<file path="src/rtl/pipe_pkg.sv">
// Shared definitions for the 16-bit pipeline: widths, ALU op codes and the
// ID/EX register layout used by the forwarding stage.
package pipe_pkg;

    localparam int DATA_W     = 16;
    localparam int REG_ADDR_W = 3;
    localparam int ALU_OP_W   = 4;

    localparam logic [ALU_OP_W-1:0] ALU_MOV  = 4'd0;
    localparam logic [ALU_OP_W-1:0] ALU_ADD  = 4'd1;
    localparam logic [ALU_OP_W-1:0] ALU_SUB  = 4'd2;
    localparam logic [ALU_OP_W-1:0] ALU_AND  = 4'd3;
    localparam logic [ALU_OP_W-1:0] ALU_OR   = 4'd4;
    localparam logic [ALU_OP_W-1:0] ALU_NOT  = 4'd5;
    localparam logic [ALU_OP_W-1:0] ALU_NOP  = 4'd6;
    localparam logic [ALU_OP_W-1:0] ALU_ADDI = 4'd7;
    localparam logic [ALU_OP_W-1:0] ALU_SUBI = 4'd8;
    localparam logic [ALU_OP_W-1:0] ALU_ANDI = 4'd9;
    localparam logic [ALU_OP_W-1:0] ALU_ORI  = 4'd10;

    // Everything the EX stage remembers about the instruction it holds.
    typedef struct packed {
        logic                  valid;
        logic [ALU_OP_W-1:0]   aluOp;
        logic [REG_ADDR_W-1:0] rsAddr;
        logic [REG_ADDR_W-1:0] rtAddr;
        logic [DATA_W-1:0]     rsData;
        logic [DATA_W-1:0]     rtData;
        logic [DATA_W-1:0]     imm;
        logic                  useImm;
        logic [REG_ADDR_W-1:0] rdAddr;
        logic                  regWrite;
        logic                  memRead;
        logic                  memWrite;
    } ExRegT;

    // A bubble is an all-zero slot that still presents the nop op code to the ALU.
    function automatic ExRegT bubbleReg();
        ExRegT b;
        b       = '0;
        b.aluOp = ALU_NOP;
        return b;
    endfunction

endpackage

</file>
<file path="src/rtl/fwd_mux.sv">
// Operand forwarding selector: picks the youngest in-flight result that targets
// the latched source register, otherwise the value captured from the register file.
module fwd_mux
    import pipe_pkg::*;
(
    input  logic [REG_ADDR_W-1:0] addr_i,
    input  logic [DATA_W-1:0]     latched_i,
    input  logic                  exmWrite_i,
    input  logic [REG_ADDR_W-1:0] exmAddr_i,
    input  logic [DATA_W-1:0]     exmData_i,
    input  logic                  mwbWrite_i,
    input  logic [REG_ADDR_W-1:0] mwbAddr_i,
    input  logic [DATA_W-1:0]     mwbData_i,
    output logic [DATA_W-1:0]     operand_o
);

    // r0 is hard-wired to zero, so it never forwards; EX/MEM is younger and wins over MEM/WB.
    always_comb begin
        operand_o = latched_i;
        if (addr_i == '0) begin
            operand_o = '0;
        end else if (exmWrite_i && (exmAddr_i == addr_i)) begin
            operand_o = exmData_i;
        end else if (mwbWrite_i && (mwbAddr_i == addr_i)) begin
            operand_o = mwbData_i;
        end
    end

endmodule

</file>
<file path="src/rtl/id_ex_stage.sv">
// ID/EX pipeline register with operand forwarding, load-use hazard detection and
// bubble insertion for stalls and branch flushes. Feeds ALU2 (a, b, aluOp).
module id_ex_stage
    import pipe_pkg::*;
(
    input  logic                  clk,
    input  logic                  rst,
    input  logic                  id_valid,
    input  logic [ALU_OP_W-1:0]   id_alu_op,
    input  logic [REG_ADDR_W-1:0] id_rs_addr,
    input  logic [REG_ADDR_W-1:0] id_rt_addr,
    input  logic [DATA_W-1:0]     id_rs_data,
    input  logic [DATA_W-1:0]     id_rt_data,
    input  logic [DATA_W-1:0]     id_imm,
    input  logic                  id_use_imm,
    input  logic                  id_uses_rs,
    input  logic                  id_uses_rt,
    input  logic [REG_ADDR_W-1:0] id_rd_addr,
    input  logic                  id_reg_write,
    input  logic                  id_mem_read,
    input  logic                  id_mem_write,
    input  logic                  flush,
    input  logic                  ex_hold,
    input  logic                  exm_reg_write,
    input  logic [REG_ADDR_W-1:0] exm_rd_addr,
    input  logic [DATA_W-1:0]     exm_result,
    input  logic                  mwb_reg_write,
    input  logic [REG_ADDR_W-1:0] mwb_rd_addr,
    input  logic [DATA_W-1:0]     mwb_result,
    output logic                  ex_valid,
    output logic [ALU_OP_W-1:0]   ex_alu_op,
    output logic [DATA_W-1:0]     ex_a,
    output logic [DATA_W-1:0]     ex_b,
    output logic [DATA_W-1:0]     ex_store_data,
    output logic [REG_ADDR_W-1:0] ex_rd_addr,
    output logic                  ex_reg_write,
    output logic                  ex_mem_read,
    output logic                  ex_mem_write,
    output logic                  stall_id
);

    ExRegT             exReg_q;
    ExRegT             exReg_d;
    logic              loadUse;
    logic              rsRefresh;
    logic              rtRefresh;
    logic [DATA_W-1:0] rsFwd;
    logic [DATA_W-1:0] rtFwd;

    // A load in EX cannot forward its data yet, so a dependent ID instruction must wait one cycle.
    always_comb begin
        loadUse = 1'b0;
        if (exReg_q.valid && exReg_q.memRead && (exReg_q.rdAddr != '0) && id_valid) begin
            loadUse = (id_uses_rs && (id_rs_addr == exReg_q.rdAddr)) ||
                      (id_uses_rt && (id_rt_addr == exReg_q.rdAddr));
        end
    end

    assign stall_id = ex_hold | loadUse;

    // A writeback retiring while EX is frozen would otherwise be lost once it leaves MEM/WB.
    always_comb begin
        rsRefresh = mwb_reg_write && (mwb_rd_addr != '0) && (mwb_rd_addr == exReg_q.rsAddr);
        rtRefresh = mwb_reg_write && (mwb_rd_addr != '0) && (mwb_rd_addr == exReg_q.rtAddr);
    end

    // Next EX contents: hold beats flush, flush and load-use insert a bubble, otherwise capture ID.
    always_comb begin
        exReg_d = exReg_q;
        if (ex_hold) begin
            if (rsRefresh) begin
                exReg_d.rsData = mwb_result;
            end
            if (rtRefresh) begin
                exReg_d.rtData = mwb_result;
            end
        end else if (flush || loadUse) begin
            exReg_d = bubbleReg();
        end else begin
            exReg_d.valid    = id_valid;
            exReg_d.aluOp    = id_alu_op;
            exReg_d.rsAddr   = id_rs_addr;
            exReg_d.rtAddr   = id_rt_addr;
            exReg_d.rsData   = id_rs_data;
            exReg_d.rtData   = id_rt_data;
            exReg_d.imm      = id_imm;
            exReg_d.useImm   = id_use_imm;
            exReg_d.rdAddr   = id_rd_addr;
            exReg_d.regWrite = id_reg_write;
            exReg_d.memRead  = id_mem_read;
            exReg_d.memWrite = id_mem_write;
        end
    end

    // The ID/EX register itself; reset leaves a bubble so ALU2 sees a nop.
    always_ff @(posedge clk or posedge rst) begin
        if (rst) begin
            exReg_q <= bubbleReg();
        end else begin
            exReg_q <= exReg_d;
        end
    end

    fwd_mux uRsFwd (
        .addr_i     (exReg_q.rsAddr),
        .latched_i  (exReg_q.rsData),
        .exmWrite_i (exm_reg_write),
        .exmAddr_i  (exm_rd_addr),
        .exmData_i  (exm_result),
        .mwbWrite_i (mwb_reg_write),
        .mwbAddr_i  (mwb_rd_addr),
        .mwbData_i  (mwb_result),
        .operand_o  (rsFwd)
    );

    fwd_mux uRtFwd (
        .addr_i     (exReg_q.rtAddr),
        .latched_i  (exReg_q.rtData),
        .exmWrite_i (exm_reg_write),
        .exmAddr_i  (exm_rd_addr),
        .exmData_i  (exm_result),
        .mwbWrite_i (mwb_reg_write),
        .mwbAddr_i  (mwb_rd_addr),
        .mwbData_i  (mwb_result),
        .operand_o  (rtFwd)
    );

    assign ex_valid      = exReg_q.valid;
    assign ex_alu_op     = exReg_q.aluOp;
    assign ex_a          = rsFwd;
    assign ex_b          = exReg_q.useImm ? exReg_q.imm : rtFwd;
    assign ex_store_data = rtFwd;
    assign ex_rd_addr    = exReg_q.rdAddr;
    assign ex_reg_write  = exReg_q.valid & exReg_q.regWrite;
    assign ex_mem_read   = exReg_q.valid & exReg_q.memRead;
    assign ex_mem_write  = exReg_q.valid & exReg_q.memWrite;

endmodule
</file>
<file path="config.mk">
export PLATFORM = sky130hd
export DESIGN_NAME = id_ex_stage
export DESIGN_NICKNAME = d
export VERILOG_FILES = /design/src/rtl/pipe_pkg.sv /design/src/rtl/fwd_mux.sv /design/src/rtl/id_ex_stage.sv
export SDC_FILE = /design/constraint.sdc
export NUM_CORES = 1
export LEC_CHECK = 0
export ABC_CLOCK_PERIOD_IN_PS = 2000
export BUFFER_PORTS_ARGS = -buffer_cell sky130_fd_sc_hd__buf_4
export CORE_MARGIN = 1
export CORE_UTILIZATION = 30
export DETAILED_ROUTE_END_ITERATION = 8
export GPL_TIMING_DRIVEN = 0
export PLACE_DENSITY_LB_ADDON = 0.3
export SLEW_MARGIN = 10
export SYNTH_ARGS = -nofsm -noshare
export SYNTH_HDL_FRONTEND = slang
export SYNTH_SLANG_ARGS = --single-unit
</file>
<file path="constraint.sdc">
create_clock -name clk -period 2 [get_ports clk]
set_input_delay 0.2 -clock clk [delete_from_list [all_inputs] [get_ports clk]]
set_output_delay 0.2 -clock clk [all_outputs]
set_load 0.1 [all_outputs]
</file>
---- Word level (Yosys, flattened, before mapping) ----
Index checks and enable logic that the tools add are counted.
W data, S select, Z words.
storage, ports and cells
  bits in registers ....................... 66
  bits of input ports ..................... 112
  output and inout port bits .............. 60
  word-level logic and storage cells ...... 54
operators by class
  eq/ne operators ......................... 8
  mux-type cells .......................... 12
  bitwise gates (word level) .............. 4
  reductions and logical operators ........ 18
operators by type and width
  operator              count
  $mux W16              9
  $mux W66              1
  $mux W32              1
  $eq A3 B3 Y1          6
  $logic_and A1 B1 Y1   12
  $logic_not A3 Y1      2
  $reduce_bool A3 Y1    2
  $ne A2 B1 Y1 const B  2
  $and A1 B1 Y1         3
  $logic_or A1 B1 Y1    2
  $mux W1               1
  $or A1 B1 Y1          1

---- Depth between registers and ports, before layout ----
  depth after elaboration ................. 7
  mapped depth ............................ 6
  mapped depth without buffers ............ 4

---- Modules after synthesis ----
From an unflattened synthesis, not the netlist that was laid out.
second synthesis, totals
  cells, all modules ...................... 467
  area total of the unflattened synthesis .. 4485.6 µm²
modules (own cells, without submodules)
  module       instances  cells an instance  area an instance (µm²)  seq. area each (µm²)
  id_ex_stage  1          343                3619.7                  1654.1
  fwd_mux      2          62                 432.9                   0.0

---- Worst setup path after synthesis ----
Ideal clock, no wire load.
  kind .................................... flip-flop to output port
  start ................................... register exReg_q[55] (netlist name)
  end ..................................... output port ex_b[10]
  arrival time ............................ 3.816 ns
  slack ................................... -2.016 ns
  stages on the path, launching flop included .. 6
  path through ............................ dfrtp_1 -> xor2_2 -> nor3_1 -> buf_4 -> a221oi_2 -> o31ai_1
on the way
  longest elaborated chain between the ends .. 6
ends and longest elaborated chain
  item                    line                source
  from (decl)             id_ex_stage.sv:42   ExRegT exReg_q;
  from (signal assigned)  id_ex_stage.sv:98   exReg_q <= bubbleReg();
  from (signal assigned)  id_ex_stage.sv:100  exReg_q <= exReg_d;
  $eq A3 B3 Y1            fwd_mux.sv:24       end else if (mwbWrite_i && (mwbAddr_i == addr_i)) begin
  $logic_and A1 B1 Y1     fwd_mux.sv:24
  $mux W16                fwd_mux.sv:24
  $mux W16                fwd_mux.sv:22       end else if (exmWrite_i && (exmAddr_i == addr_i)) begin
  $mux W16 *              fwd_mux.sv:20       if (addr_i == '0) begin
  $mux W16 *              id_ex_stage.sv:131  assign ex_b = exReg_q.useImm ? exReg_q.imm : rtFwd;
  to (decl)               id_ex_stage.sv:33   output logic [DATA_W-1:0] ex_b,
Mark *: on every way between the ends. The rest lies on a longest branch, timed or not.

---- Worst setup path after layout ----
  start ................................... register exReg_q[57] (netlist name)
  end ..................................... output port ex_b[8]
The elaborated chain is that of the path after synthesis.

==> metrics.txt <==
status finished with violations; failing checks setup timing; Design Area, Final between 9000 and 10000 um^2; yosys warns 0; Yosys cell types 34; share of cells above drive strength 1 about 49%; H-tree Lvls 3; Metal-1 WL roughly 8900 um; Synth Net Count 691; Final Slew Violations 0; first-pass GRT wire length between 30000 and 40000 um; Least-Margin Pin Slew between 0.9 and 1 ns; Hold Path Class input port to register; die width around 130 um; WL met3 1308 um; Total GRT Usage 25.63%; Core Util, Final about 56%; met2 WL post-DR around 11000 um; Crit Path Max Fanout 5; Slew HR 34.38%; unrepaired setup endpoints after global routing yes; Die H about 130 um; hold path start id_alu_op[2]; fin worst setup slack -0.7109 ns; dominant cells by area after synthesis dfrtp_1 (32%), o41ai_1 (11%), or3b_2 (5.7%), o21ai_0 (4.9%), o211ai_1 (4.9%); Core Rows between 40 and 50; endpoint class of the critical path output port; peak supply drop 485.8 uV; Remaining Overflow, GRT 0; count of nets after finishing between 900 and 1000; GP Congestion 0.9783; CTS tree built; DR pass1 iterations 5; DR vias/cell 5.623; #FFs+latches synth 66; largest net degree at the start of global routing 41; share of the synthesized area in the top cell type between 30 and 40%; Worst Hold Slack 0.08201 ns; cts bufs inserted 9; PortBufs ~170; number of remaining DRC errors 0; Max Clock Freq approximately 370 MHz; DIE AREA 17000 um^2; clk buf depth 2; initial antenna violation count 0; post-synth top area cell dfrtp_1; post-route ant nets 0; routed len/inst approximately 21 um; clk slew on worst S/H paths ~0.06 ns; leak pwr about 0.0035 uW; CTS Sinks 66; DR iter-0 viols between 400 and 500; minimum clock period approximately 2.7 ns; fin crit share 135.5%; drt total wl around 22000 um; area grow syn2layout 82.67%; Ports approximately 170; DR top layer met4; Initial Utilization between 30% and 40%; sequential-to-total area share from yosys stat 33.44%; fin cells slightly above 1000; WP data arrival between 2 and 3 ns; CP required approximately 1.8 ns; Most used DFF post-synth dfrtp_1; DP Area approximately 7400 um^2; ys async rst share between 90% and 100%; reg2reg setup slack -0.26 ns; setup TNS -32.26 ns; Max-Cap Viols 0; clk_lat worst skew 0.35 ns; worst clock skew slightly below 0.008 ns; Worst Reg-to-Reg Cells 9; hold path depth 2; core area about 16000 um^2; # diodes 0; vias in the first global route around 5700; number of placed instances, taps included between 900 and 1000; Synth Instances between 500 and 600; Synth Cell Area approximately 4900 um^2; PwrDens around 800 nW/um^2; reg2reg end exReg_q[25]; Reg2Reg Launch Point exReg_q[57]; setup violators final 66; post-DP HPWL approximately 16000 um; Crit Path Category register to output port; clk root buf clkbuf_16; Synth Area per Inst around 8.5 um^2; EDFF count, synth 0; Min-Delay Endpoint ex_alu_op[2]; type of origin of the critical path register; final hold violation count 0; vias roughly 5800
-- cells in the final DEF (no fill, tap or decap), drive strengths merged --
master | synthesis | final
buf | 19 | 234
o31ai | 17 | 17
nor2 | 32 | 32
dfstp | 2 | 2
o21ai | 48 | 48
inv | 33 | 33
bufinv | 0 | 1
or4 | 2 | 2
clkinvlp | 0 | 1
a211oi | 17 | 17
nor3 | 3 | 3
clkbuf | 51 | 57
or3 | 1 | 1
dfrtp | 64 | 64
and2 | 19 | 19
dlygate4sd3 | 0 | 1
and4 | 1 | 1
or3b | 32 | 32
or2 | 1 | 1
mux2i | 16 | 16
o41a | 2 | 2
nor4b | 1 | 1
o211ai | 32 | 32
xor2 | 6 | 6
o41ai | 64 | 64
xnor2 | 12 | 12
a221oi | 16 | 16
nand2b | 2 | 2
nand4 | 4 | 4
clkinv | 0 | 4
nand2 | 49 | 49
or4b | 1 | 1
nor2b | 32 | 32
-- how the worst max path moves through the flow --
stage	slack, ns	cells past startpoint	startpoint	endpoint
floorplan	-0.43	6	exReg_q[58]	ex_a[10]
global placement	-1.00	2	rst	exReg_q[57]
detailed placement	-0.60	6	exReg_q[55]	ex_b[4]
CTS	-0.76	7	exReg_q[56]	ex_b[13]
global route	-0.77	7	exReg_q[57]	ex_b[13]
finish	-0.71	7	exReg_q[57]	ex_b[8]
-- state kept, by name, summed over array words and instances (netlist names) --
name	flops
ex_rd_addr	3
ex_valid	1
ex_alu_op	4
exReg_q	58
-- worst max-delay path, stage by stage (launching register included) --
cell and delay (ns):
dfrtp_2 0.44, xor2_4 0.17, or4b_1 0.54, buf_6 0.16
buf_16 0.15, a221oi_4 0.41, o31ai_4 0.10, buf_12 0.19
-- power by group --
| group | leakage, uW | internal (uW) | switching, uW |
|---|---|---|---|
| combinational | 0.00256 | 1470 | 2390 |
| sequential | 0.000809 | 1460 | 131 |
| clock | 0.000142 | 956 | 641 |
| total | 0.00352 | 3890 | 3160 |
-- per-layer routing --
| metal | vias up | track usage, % |
|---|---|---|
| met5 | - | 0 |
| met1 | 2858 | 33.48 |
| li1 | 2600 | - |
| met2 | 247 | 42.15 |
| met4 | 0 | 12.04 |
| met3 | 47 | 3.379 |
-- what timing repair did --
| item | 4_1_cts | 5_1_grt |
|---|---|---|
| pin swaps | 36 | 26 |
| endpoints found under the setup margin | 69 | 83 |
| endpoints found under the hold margin | 26 | 0 |
| gates resized for setup | 125 | 120 |
| gates cloned | 2 | 1 |
| buffers inserted | 20 | 22 |
| hold buffers | 1 | 0 |
-- logic make-up (layout without fill, tap and decap cells) --
logic type	Yosys count	after routing	synth area share [%]
compound gates	196	196	30.76
simple gates	180	180	20.44
buf+inv	103	331	8.778
flops	66	66	33.44
xor+xnor	18	18	3.339
mux	16	16	3.238
-- layout make-up --
type,instances,area [um^2]
inverters,33,126.4
fillers,1401,6965
flip-flops and latches,66,1665
clock buffers,10,229.0
multi-input cells,410,3933
plain buffers,67,414.1
repair buffers,215,2340
clock inverters,6,57.56
well taps,216,270.3
-- per-stage QoR --
step	setup WS [ns]	total power [uW]
6_report	-0.7109	7052
3_5_place_dp	-0.6026	4721
3_3_place_gp	-1.001	4681
4_1_cts	-0.7626	6700
2_1_floorplan	-0.4317	3961
5_1_grt	-0.7674	7269
-- Yosys cell counts, drive strengths merged (3+ instances only) --
library cell	n
xor2	6
a211oi	17
o21ai	48
o31ai	17
nand4	4
a221oi	16
inv	33
o211ai	32
buf	19
clkbuf	51
nor2b	32
nor3	3
dfrtp	64
and2	19
nand2	49
mux2i	16
or3b	32
o41ai	64
nor2	32
xnor2	12
Note: power is estimated with default switching activity, not from simulation.
